===== src/rtl/vector_alu_sequencer_pkg.sv =====
// rtl/vector_alu_sequencer_pkg.sv - shared vector ALU op codes, FSM states and element width
package rv32v_pkg;

    localparam int ELEN_DEF = 32;

    localparam logic [3:0] ALU_AND = 4'b0000;
    localparam logic [3:0] ALU_OR  = 4'b0001;
    localparam logic [3:0] ALU_ADD = 4'b0010;
    localparam logic [3:0] ALU_SUB = 4'b0011;
    localparam logic [3:0] ALU_SLT = 4'b0100;
    localparam logic [3:0] ALU_SLL = 4'b0101;
    localparam logic [3:0] ALU_SRL = 4'b0110;
    localparam logic [3:0] ALU_XOR = 4'b0111;

    typedef enum logic [1:0] {
        ST_IDLE = 2'd0,
        ST_EXEC = 2'd1,
        ST_DONE = 2'd2
    } state_t;

    // Every code with the top bit set is reserved.
    function automatic logic is_legal_op(input logic [3:0] op);
        return ~op[3];
    endfunction

endpackage


===== src/rtl/vector_alu_sequencer_if.sv =====
// rtl/vector_alu_sequencer_if.sv - issue and write-back handshake bundle of the vector sequencer
interface vector_alu_sequencer_if #(
    parameter int ELEN     = rv32v_pkg::ELEN_DEF,
    parameter int NUM_ELEM = 8
);
    logic                     start_valid;
    logic                     start_ready;
    logic [3:0]               alu_control;
    logic                     reg_write_V;
    logic [4:0]               vd_addr;
    logic [NUM_ELEM*ELEN-1:0] vs1_data;
    logic [NUM_ELEM*ELEN-1:0] vs2_data;
    logic                     result_valid;
    logic                     result_ready;
    logic [NUM_ELEM*ELEN-1:0] result_data;
    logic [4:0]               result_vd_addr;
    logic                     result_we;
    logic                     illegal_op;
    logic                     busy;

    modport master (
        output start_valid, alu_control, reg_write_V, vd_addr, vs1_data, vs2_data, result_ready,
        input  start_ready, result_valid, result_data, result_vd_addr, result_we, illegal_op, busy
    );

    modport slave (
        input  start_valid, alu_control, reg_write_V, vd_addr, vs1_data, vs2_data, result_ready,
        output start_ready, result_valid, result_data, result_vd_addr, result_we, illegal_op, busy
    );

endinterface


===== src/rtl/vector_alu_sequencer_lane_alu.sv =====
// rtl/vector_alu_sequencer_lane_alu.sv - combinational single-element ALU used once per lane
module vector_lane_alu
    import rv32v_pkg::*;
#(
    parameter int ELEN = ELEN_DEF
) (
    input  logic [3:0]      op_i,
    input  logic [ELEN-1:0] a_i,
    input  logic [ELEN-1:0] b_i,
    output logic [ELEN-1:0] y_o,
    output logic            illegal_o
);

    logic [4:0] shamt;

    assign shamt     = b_i[4:0];
    assign illegal_o = ~is_legal_op(op_i);

    always_comb begin
        y_o = '0;
        case (op_i)
            ALU_AND: y_o = a_i & b_i;
            ALU_OR:  y_o = a_i | b_i;
            ALU_XOR: y_o = a_i ^ b_i;
            ALU_ADD: y_o = a_i + b_i;
            ALU_SUB: y_o = a_i - b_i;
            ALU_SLT: y_o = ELEN'($signed(a_i) < $signed(b_i));
            ALU_SLL: y_o = a_i << shamt;
            ALU_SRL: y_o = a_i >> shamt;
            default: y_o = '0;
        endcase
    end

endmodule


===== src/rtl/vector_alu_sequencer.sv =====
// rtl/vector_alu_sequencer.sv - multi-cycle vector execute stage, LANES elements per cycle
module vector_alu_sequencer
    import rv32v_pkg::*;
#(
    parameter int ELEN     = ELEN_DEF,
    parameter int NUM_ELEM = 8,
    parameter int LANES    = 2
) (
    input  logic                   clk,
    input  logic                   rst_n,
    vector_alu_sequencer_if.slave  bus
);

    localparam int VW = NUM_ELEM * ELEN;
    localparam int IW = $clog2(NUM_ELEM + 1);

    state_t          state_q, state_d;
    logic [IW-1:0]   idx_q, idx_d, sel_idx;
    logic [3:0]      op_q, op_d;
    logic            we_q, we_d;
    logic            ill_q, ill_d;
    logic [4:0]      vd_q, vd_d;
    logic [VW-1:0]   vs1_q, vs1_d;
    logic [VW-1:0]   vs2_q, vs2_d;
    logic [VW-1:0]   res_q, res_d;

    logic            accept;
    logic            compute;
    logic [ELEN-1:0] lane_a [LANES];
    logic [ELEN-1:0] lane_b [LANES];
    logic [ELEN-1:0] lane_y [LANES];
    logic [LANES-1:0] lane_ill;

    assign accept  = (state_q == ST_IDLE) && bus.start_valid;
    // Once idx reaches NUM_ELEM the EXEC cycle only hands over to DONE.
    assign compute = (state_q == ST_EXEC) && (idx_q != IW'(NUM_ELEM));
    assign sel_idx = compute ? idx_q : '0;

    for (genvar g = 0; g < LANES; g++) begin : g_lane
        assign lane_a[g] = vs1_q[(int'(sel_idx) + g) * ELEN +: ELEN];
        assign lane_b[g] = vs2_q[(int'(sel_idx) + g) * ELEN +: ELEN];

        vector_lane_alu #(.ELEN(ELEN)) u_lane_alu (
            .op_i      (op_q),
            .a_i       (lane_a[g]),
            .b_i       (lane_b[g]),
            .y_o       (lane_y[g]),
            .illegal_o (lane_ill[g])
        );
    end

    always_ff @(posedge clk or negedge rst_n) begin
        if (!rst_n) begin
            state_q <= ST_IDLE;
        end else begin
            state_q <= state_d;
        end
    end

    always_comb begin
        state_d = state_q;
        case (state_q)
            ST_IDLE: if (accept) state_d = ST_EXEC;
            ST_EXEC: if (idx_q == IW'(NUM_ELEM)) state_d = ST_DONE;
            ST_DONE: if (bus.result_ready) state_d = ST_IDLE;
            default: state_d = ST_IDLE;
        endcase
    end

    always_comb begin
        bus.start_ready  = (state_q == ST_IDLE);
        bus.busy         = (state_q != ST_IDLE);
        bus.result_valid = (state_q == ST_DONE);
        bus.result_we    = (state_q == ST_DONE) && we_q && !ill_q;
        bus.illegal_op   = (state_q == ST_DONE) && ill_q;
    end

    assign bus.result_data    = res_q;
    assign bus.result_vd_addr = vd_q;

    always_comb begin
        idx_d = idx_q;
        op_d  = op_q;
        we_d  = we_q;
        ill_d = ill_q;
        vd_d  = vd_q;
        vs1_d = vs1_q;
        vs2_d = vs2_q;
        res_d = res_q;
        if (accept) begin
            idx_d = '0;
            op_d  = bus.alu_control;
            we_d  = bus.reg_write_V;
            ill_d = 1'b0;
            vd_d  = bus.vd_addr;
            vs1_d = bus.vs1_data;
            vs2_d = bus.vs2_data;
        end else if (compute) begin
            for (int k = 0; k < LANES; k++) begin
                res_d[(int'(idx_q) + k) * ELEN +: ELEN] = lane_y[k];
            end
            ill_d = ill_q | (|lane_ill);
            idx_d = idx_q + IW'(LANES);
        end
    end

    always_ff @(posedge clk or negedge rst_n) begin
        if (!rst_n) begin
            idx_q <= '0;
            op_q  <= '0;
            we_q  <= 1'b0;
            ill_q <= 1'b0;
            vd_q  <= '0;
            vs1_q <= '0;
            vs2_q <= '0;
            res_q <= '0;
        end else begin
            idx_q <= idx_d;
            op_q  <= op_d;
            we_q  <= we_d;
            ill_q <= ill_d;
            vd_q  <= vd_d;
            vs1_q <= vs1_d;
            vs2_q <= vs2_d;
            res_q <= res_d;
        end
    end

endmodule


===== src/flat_wrapper.sv =====
// flat-port wrapper written by rule: the top's interface ports become plain ports
module vector_alu_sequencer_flat import rv32v_pkg::*;
#(
    parameter int ELEN     = ELEN_DEF,
    parameter int NUM_ELEM = 8,
    parameter int LANES    = 2
)
  (clk, rst_n, bus_start_valid, bus_alu_control, bus_reg_write_V, bus_vd_addr, bus_vs1_data, bus_vs2_data, bus_result_ready, bus_start_ready, bus_result_valid, bus_result_data, bus_result_vd_addr, bus_result_we, bus_illegal_op, bus_busy);
  vector_alu_sequencer_if #(.ELEN(ELEN), .NUM_ELEM(NUM_ELEM)) bus_i ();
  input  logic clk;
  input  logic rst_n;
  input wire logic [$bits(bus_i.start_valid)-1:0] bus_start_valid;
  input wire logic [$bits(bus_i.alu_control)-1:0] bus_alu_control;
  input wire logic [$bits(bus_i.reg_write_V)-1:0] bus_reg_write_V;
  input wire logic [$bits(bus_i.vd_addr)-1:0] bus_vd_addr;
  input wire logic [$bits(bus_i.vs1_data)-1:0] bus_vs1_data;
  input wire logic [$bits(bus_i.vs2_data)-1:0] bus_vs2_data;
  input wire logic [$bits(bus_i.result_ready)-1:0] bus_result_ready;
  output wire logic [$bits(bus_i.start_ready)-1:0] bus_start_ready;
  output wire logic [$bits(bus_i.result_valid)-1:0] bus_result_valid;
  output wire logic [$bits(bus_i.result_data)-1:0] bus_result_data;
  output wire logic [$bits(bus_i.result_vd_addr)-1:0] bus_result_vd_addr;
  output wire logic [$bits(bus_i.result_we)-1:0] bus_result_we;
  output wire logic [$bits(bus_i.illegal_op)-1:0] bus_illegal_op;
  output wire logic [$bits(bus_i.busy)-1:0] bus_busy;
  assign bus_i.start_valid = bus_start_valid;
  assign bus_i.alu_control = bus_alu_control;
  assign bus_i.reg_write_V = bus_reg_write_V;
  assign bus_i.vd_addr = bus_vd_addr;
  assign bus_i.vs1_data = bus_vs1_data;
  assign bus_i.vs2_data = bus_vs2_data;
  assign bus_i.result_ready = bus_result_ready;
  assign bus_start_ready = bus_i.start_ready;
  assign bus_result_valid = bus_i.result_valid;
  assign bus_result_data = bus_i.result_data;
  assign bus_result_vd_addr = bus_i.result_vd_addr;
  assign bus_result_we = bus_i.result_we;
  assign bus_illegal_op = bus_i.illegal_op;
  assign bus_busy = bus_i.busy;
  vector_alu_sequencer #(.ELEN(ELEN), .NUM_ELEM(NUM_ELEM), .LANES(LANES)) u_core (.clk(clk), .rst_n(rst_n), .bus(bus_i));
endmodule

===== config.mk =====
export PLATFORM = sky130hd
export DESIGN_NAME = vector_alu_sequencer_flat
export DESIGN_NICKNAME = d
export VERILOG_FILES = /design/src/rtl/vector_alu_sequencer_pkg.sv /design/src/rtl/vector_alu_sequencer_if.sv /design/src/rtl/vector_alu_sequencer_lane_alu.sv /design/src/rtl/vector_alu_sequencer.sv /design/src/flat_wrapper.sv
export SDC_FILE = /design/constraint.sdc
export NUM_CORES = 2
export LEC_CHECK = 0
export ABC_AREA = 1
export BUFFER_PORTS_ARGS = -buffer_cell sky130_fd_sc_hd__buf_2
export CAP_MARGIN = 20
export CORE_MARGIN = 2
export CORE_UTILIZATION = 40
export DETAILED_ROUTE_END_ITERATION = 8
export SETUP_SLACK_MARGIN = 0.15
export SKIP_CTS_REPAIR_TIMING = 1
export SLEW_MARGIN = 20
export SYNTH_ARGS = -nofsm -noshare
export SYNTH_HDL_FRONTEND = slang
export SYNTH_SLANG_ARGS = --single-unit

===== constraint.sdc =====
create_clock -name clk -period 4.4 [get_ports clk]
set_input_delay 0.44 -clock clk [delete_from_list [all_inputs] [get_ports clk]]
set_output_delay 0.44 -clock clk [all_outputs]
set_load 0.01 [all_outputs]

==> tab_implementation.tex <==
\begin{tabular}{lr}
\hline
Metric & Value \\
\hline
\multicolumn{2}{l}{\textbf{GRT}} \\
\quad Antenna violations before repair & 28 \\
\quad Number of global-route vias before repair & 57400 \\
\quad Pin count of the biggest net entering global routing & 201 \\
\quad GRT Resource Usage Total & 0.397 \\
\quad Total congestion overflow & 0 \\
\quad First-pass GRT wire length & 386000 um \\
\multicolumn{2}{l}{\textbf{Floorplanning}} \\
\quad Chip Width & 364 um \\
\quad Effective utilization at floorplan & 0.402 \\
\quad FP Rows & 132 \\
\quad Chip height & 364 um \\
\quad Number of top-level pins & 792 \\
\quad Die footprint & 133000 um2 \\
\quad Area inside the core boundary & 129000 um2 \\
\multicolumn{2}{l}{\textbf{Routing}} \\
\quad Detailed-route wire length per cell & 24.9 um \\
\quad Count of TritonRoute iterations in the first routing pass & 9 \\
\quad Remaining antenna violation count & 0 \\
\quad DR vias & 64700 \\
\quad Number of violations reported at the end of detailed-routing iteration 0 & 7468 \\
\quad Final wirelength & 288000 um \\
\quad Ratio of routed vias to standard cells & 5.59 \\
\quad DRC viols & 0 \\
\multicolumn{2}{l}{\textbf{Final layout}} \\
\quad Most frequent cells in the layout & nand2\_1, buf\_4, nand3\_1 \\
\quad Core Util, Final & 0.579 \\
\quad Most common library cell in the layout ignoring fill and taps & nand2\_1 \\
\quad Ratio of cells with drive above 1 in the final layout & 0.260 \\
\quad Finished layout cell area & 74800 um2 \\
\quad Area occupied by registers & 19600 um2 \\
\quad Post-layout net count & 10500 \\
\quad Relative area change from synthesis to final layout & 44.1\% \\
\quad Area taken by multi-input logic gates & 30400 um2 \\
\quad Layout filler cell count & 12000 \\
\multicolumn{2}{l}{\textbf{Status}} \\
\quad Outcome & complete, but fails checks \\
\quad Violations in the final reports & hold timing, setup timing \\
\multicolumn{2}{l}{\textbf{Synth}} \\
\quad Post-synthesis sequential area ratio & 0.378 \\
\quad Number of synthesized register bits & 784 \\
\quad Mapped cell area & 51900 um2 \\
\quad Fraction of registers with async set/reset & 1.00 \\
\quad Number of enable flip-flop cells after synthesis & 0 \\
\quad Net count after synthesis & 8507 \\
\quad Post-synthesis cell count & 7776 \\
\quad Distinct cell type count after synthesis & 59 \\
\quad Most frequently used flop master after synthesis & dfrtp\_1 \\
\quad Synthesis Warnings & 0 \\
\quad Syn avg cell area & 6.68 um2 \\
\multicolumn{2}{l}{\textbf{Worst setup path}} \\
\quad Worst reg2reg endpoint & u\_core.bus.result\_data[213]\$\_DFFE\_PN0P\_ \\
\quad Combined buffer and inverter count along the critical path & 10 \\
\quad Crit path capture type & flip-flop \\
\quad Cell type with the highest occurrence count on the critical path & nand2\_1 \\
\quad Required time of the worst setup path & 5.01 ns \\
\quad Slowest cell on the critical path & dfrtp\_4 \\
\quad Worst Path Max Fanout & 20 \\
\quad Kind of launch point of the worst setup path & flip-flop \\
\quad Number of cells on the worst reg-to-reg path & 28 \\
\quad Critical Setup Path Class & reg2reg \\
\quad Largest stage delay on the critical path & 0.53 ns \\
\quad Crit path max-delay family & simple AND/OR/NAND/NOR gates \\
\quad Data arrival time of the critical path & 5.05 ns \\
\quad Critical register-to-register path startpoint & u\_core.idx\_q[1]\$\_DFFE\_PN0P\_ \\
\quad Setup slack on the worst flop-to-flop path & -0.05 ns \\
\multicolumn{2}{l}{\textbf{Hold path}} \\
\quad Type of the most critical hold path & in2reg \\
\quad Worst Hold Path Cells & 3 \\
\quad Origin of the worst min-delay path & bus\_vs1\_data[179] \\
\quad Hold Path Sink & u\_core.vs1\_q[179]\$\_DFFE\_PN0P\_ \\
\multicolumn{2}{l}{\textbf{Placement}} \\
\quad Final RePlAce weighted congestion & 1.05 \\
\quad Worst slack at placement & -0.588 ns \\
\quad Final HPWL from detailed placement & 217000 um \\
\quad Buffers added on ports & 791 \\
\quad Area post-placement & 64400 um2 \\
\multicolumn{2}{l}{\textbf{Flow run}} \\
\quad Max\_cap viols & 0 \\
\multicolumn{2}{l}{\textbf{Timing}} \\
\quad RSZ-0062 raised after global routing & yes \\
\quad Peak Freq & 225 MHz \\
\quad Final hold vios & 4 \\
\quad Setup skew after layout & 0.0602 ns \\
\quad Count of final max-slew check failures & 0 \\
\quad Period utilization & 1.01 \\
\quad Final worst hold slack & -0.0214 ns \\
\quad Period minus WS final & 4.45 ns \\
\quad Worst setup margin & -0.0454 ns \\
\quad Actual slew at the worst max-slew pin & 1.28 ns \\
\quad Number of setup violations in the final report & 8 \\
\quad Worst relative slew slack & 0.142 \\
\multicolumn{2}{l}{\textbf{Clock network}} \\
\quad Maximum buffer depth of the clock tree & 3 \\
\quad CTS buffer count & 87 \\
\quad Clk\_lat worst skew & 0.74 ns \\
\quad H-Tree Level Count & 3 \\
\quad Clk sink count & 784 \\
\quad TritonCTS clock tree & built \\
\quad Root buf cell & clkbuf\_16 \\
\quad Clock slew at reported path FFs & 0.06 ns \\
\hline
\end{tabular}
worst max path at each step:
stage | start | end | slack (ns) | depth (start not counted)
6_report | u_core.idx_q[1]$_DFFE_PN0P_ | u_core.bus.result_data[213]$_DFFE_PN0P_ | -0.05 | 28
5_1_grt | u_core.idx_q[1]$_DFFE_PN0P_ | u_core.bus.result_data[213]$_DFFE_PN0P_ | -0.37 | 28
4_1_cts | u_core.state_q[0]$_DFFE_PN0P_ | u_core.bus.result_data[16]$_DFFE_PN0P_ | -0.62 | 24
3_5_place_dp | u_core.state_q[0]$_DFFE_PN0P_ | u_core.bus.result_data[16]$_DFFE_PN0P_ | -0.59 | 24
3_3_place_gp | u_core.state_q[0]$_DFFE_PN0P_ | u_core.bus.result_data[16]$_DFFE_PN0P_ | -0.62 | 24
2_1_floorplan | u_core.state_q[1]$_DFFE_PN0P_ | u_core.bus.result_data[206]$_DFFE_PN0P_ | 0.31 | 25
state kept, by name, indices dropped and copies added (netlist names):
signal,flops
u_core.we_q,1
u_core.idx_q,3
u_core.ill_q,1
u_core.state_q,2
u_core.bus.result_vd_addr,5
u_core.vs1_q,256
u_core.op_q,4
u_core.vs2_q,256
u_core.bus.result_data,256
synth_stat cells, types with 3 or more instances:
cell type | n | share of area
inv_2 | 10 | 0.00072
a21oi_1 | 423 | 0.041
o22ai_1 | 33 | 0.0040
a21boi_0 | 66 | 0.0095
nor2_4 | 4 | 0.00087
nand2_1 | 3056 | 0.22
buf_2 | 111 | 0.011
nand4_1 | 75 | 0.0090
a211oi_1 | 5 | 0.00072
fa_1 | 4 | 0.0015
nand2_2 | 9 | 0.0011
o211ai_2 | 4 | 0.00096
mux2i_1 | 3 | 0.00058
nand3_1 | 871 | 0.084
a31oi_1 | 14 | 0.0017
buf_6 | 17 | 0.0037
nor2_1 | 524 | 0.038
inv_4 | 3 | 0.00036
o211ai_1 | 30 | 0.0043
nor3_1 | 97 | 0.0093
o21ai_0 | 354 | 0.034
nand3b_1 | 19 | 0.0027
o21bai_1 | 28 | 0.0040
nor2_2 | 10 | 0.0012
a21o_1 | 7 | 0.0010
o21ai_2 | 5 | 0.00084
or2_1 | 3 | 0.00036
buf_4 | 24 | 0.0035
or2_2 | 32 | 0.0039
a221oi_1 | 16 | 0.0027
o21ai_1 | 38 | 0.0037
o221ai_1 | 13 | 0.0022
ha_1 | 201 | 0.048
nor4_1 | 3 | 0.00036
inv_1 | 508 | 0.037
buf_1 | 13 | 0.00094
and2_1 | 23 | 0.0028
dfrtp_1 | 784 | 0.38
nand3_4 | 3 | 0.0010
clkinv_1 | 4 | 0.00029
clkbuf_1 | 284 | 0.021
o21a_1 | 3 | 0.00043
nand3_2 | 21 | 0.0040
per-stage QoR:
stage	cells	setup TNS (ns)
after global routing	11600	-13.67
after global placement	10900	-41.43
after CTS	11100	-54.26
final	11600	-0.135
after detailed placement	10900	-45.72
after floorplan	7776	0
per-layer routing:
layer / wire length, um / part of all wire / global-route usage / vias to the layer above
met1: 117000 / 0.41 / 0.548 / 31000
li1: - / - / - / 29100
met2: 125000 / 0.43 / 0.596 / 3799
met5: 84 / 0.00029 / 0 / -
met3: 27700 / 0.096 / 0.0705 / 845
met4: 18400 / 0.064 / 0.203 / 12
cells by family (layout without fill, tap and decap cells):
family / count (synthesis) / count (layout) / share of synthesized area
flip-flops: 784 / 784 / 0.378
AND/OR/NAND/NOR: 4761 / 4762 / 0.381
buffers and inverters: 975 / 3026 / 0.0777
multiplexers: 3 / 3 / 0.000578
adder cells (fa/ha/maj): 205 / 205 / 0.0500
XOR/XNOR: 2 / 2 / 0.000337
AO/OA/AOI/OAI: 1046 / 1046 / 0.112
other: 0 / 20 / 0
layout make-up:
type	count	share of cell area
Clock inverter	32	0.00707
Multi-Input combinational cell	6018	0.407
Clock buffer	127	0.0332
Sequential cell	784	0.262
Tap cell	1742	0.0291
Timing Repair Buffer	2342	0.234
Antenna cell	20	0.000669
Inverter	525	0.0268
worst reg2reg max path: cells and delay by family, from the launching register on:
family,cells,cell delay [ns]
and+or+nand+nor,14,1.66
buffers and inverters,10,1.24
AOI/OAI and AO/OA,3,0.63
DFF,1,0.53
adders and majority gates,1,0.26
Power is not shown: default switching activity piles up to over one toggle a cycle in this logic, so the estimate is an artifact.
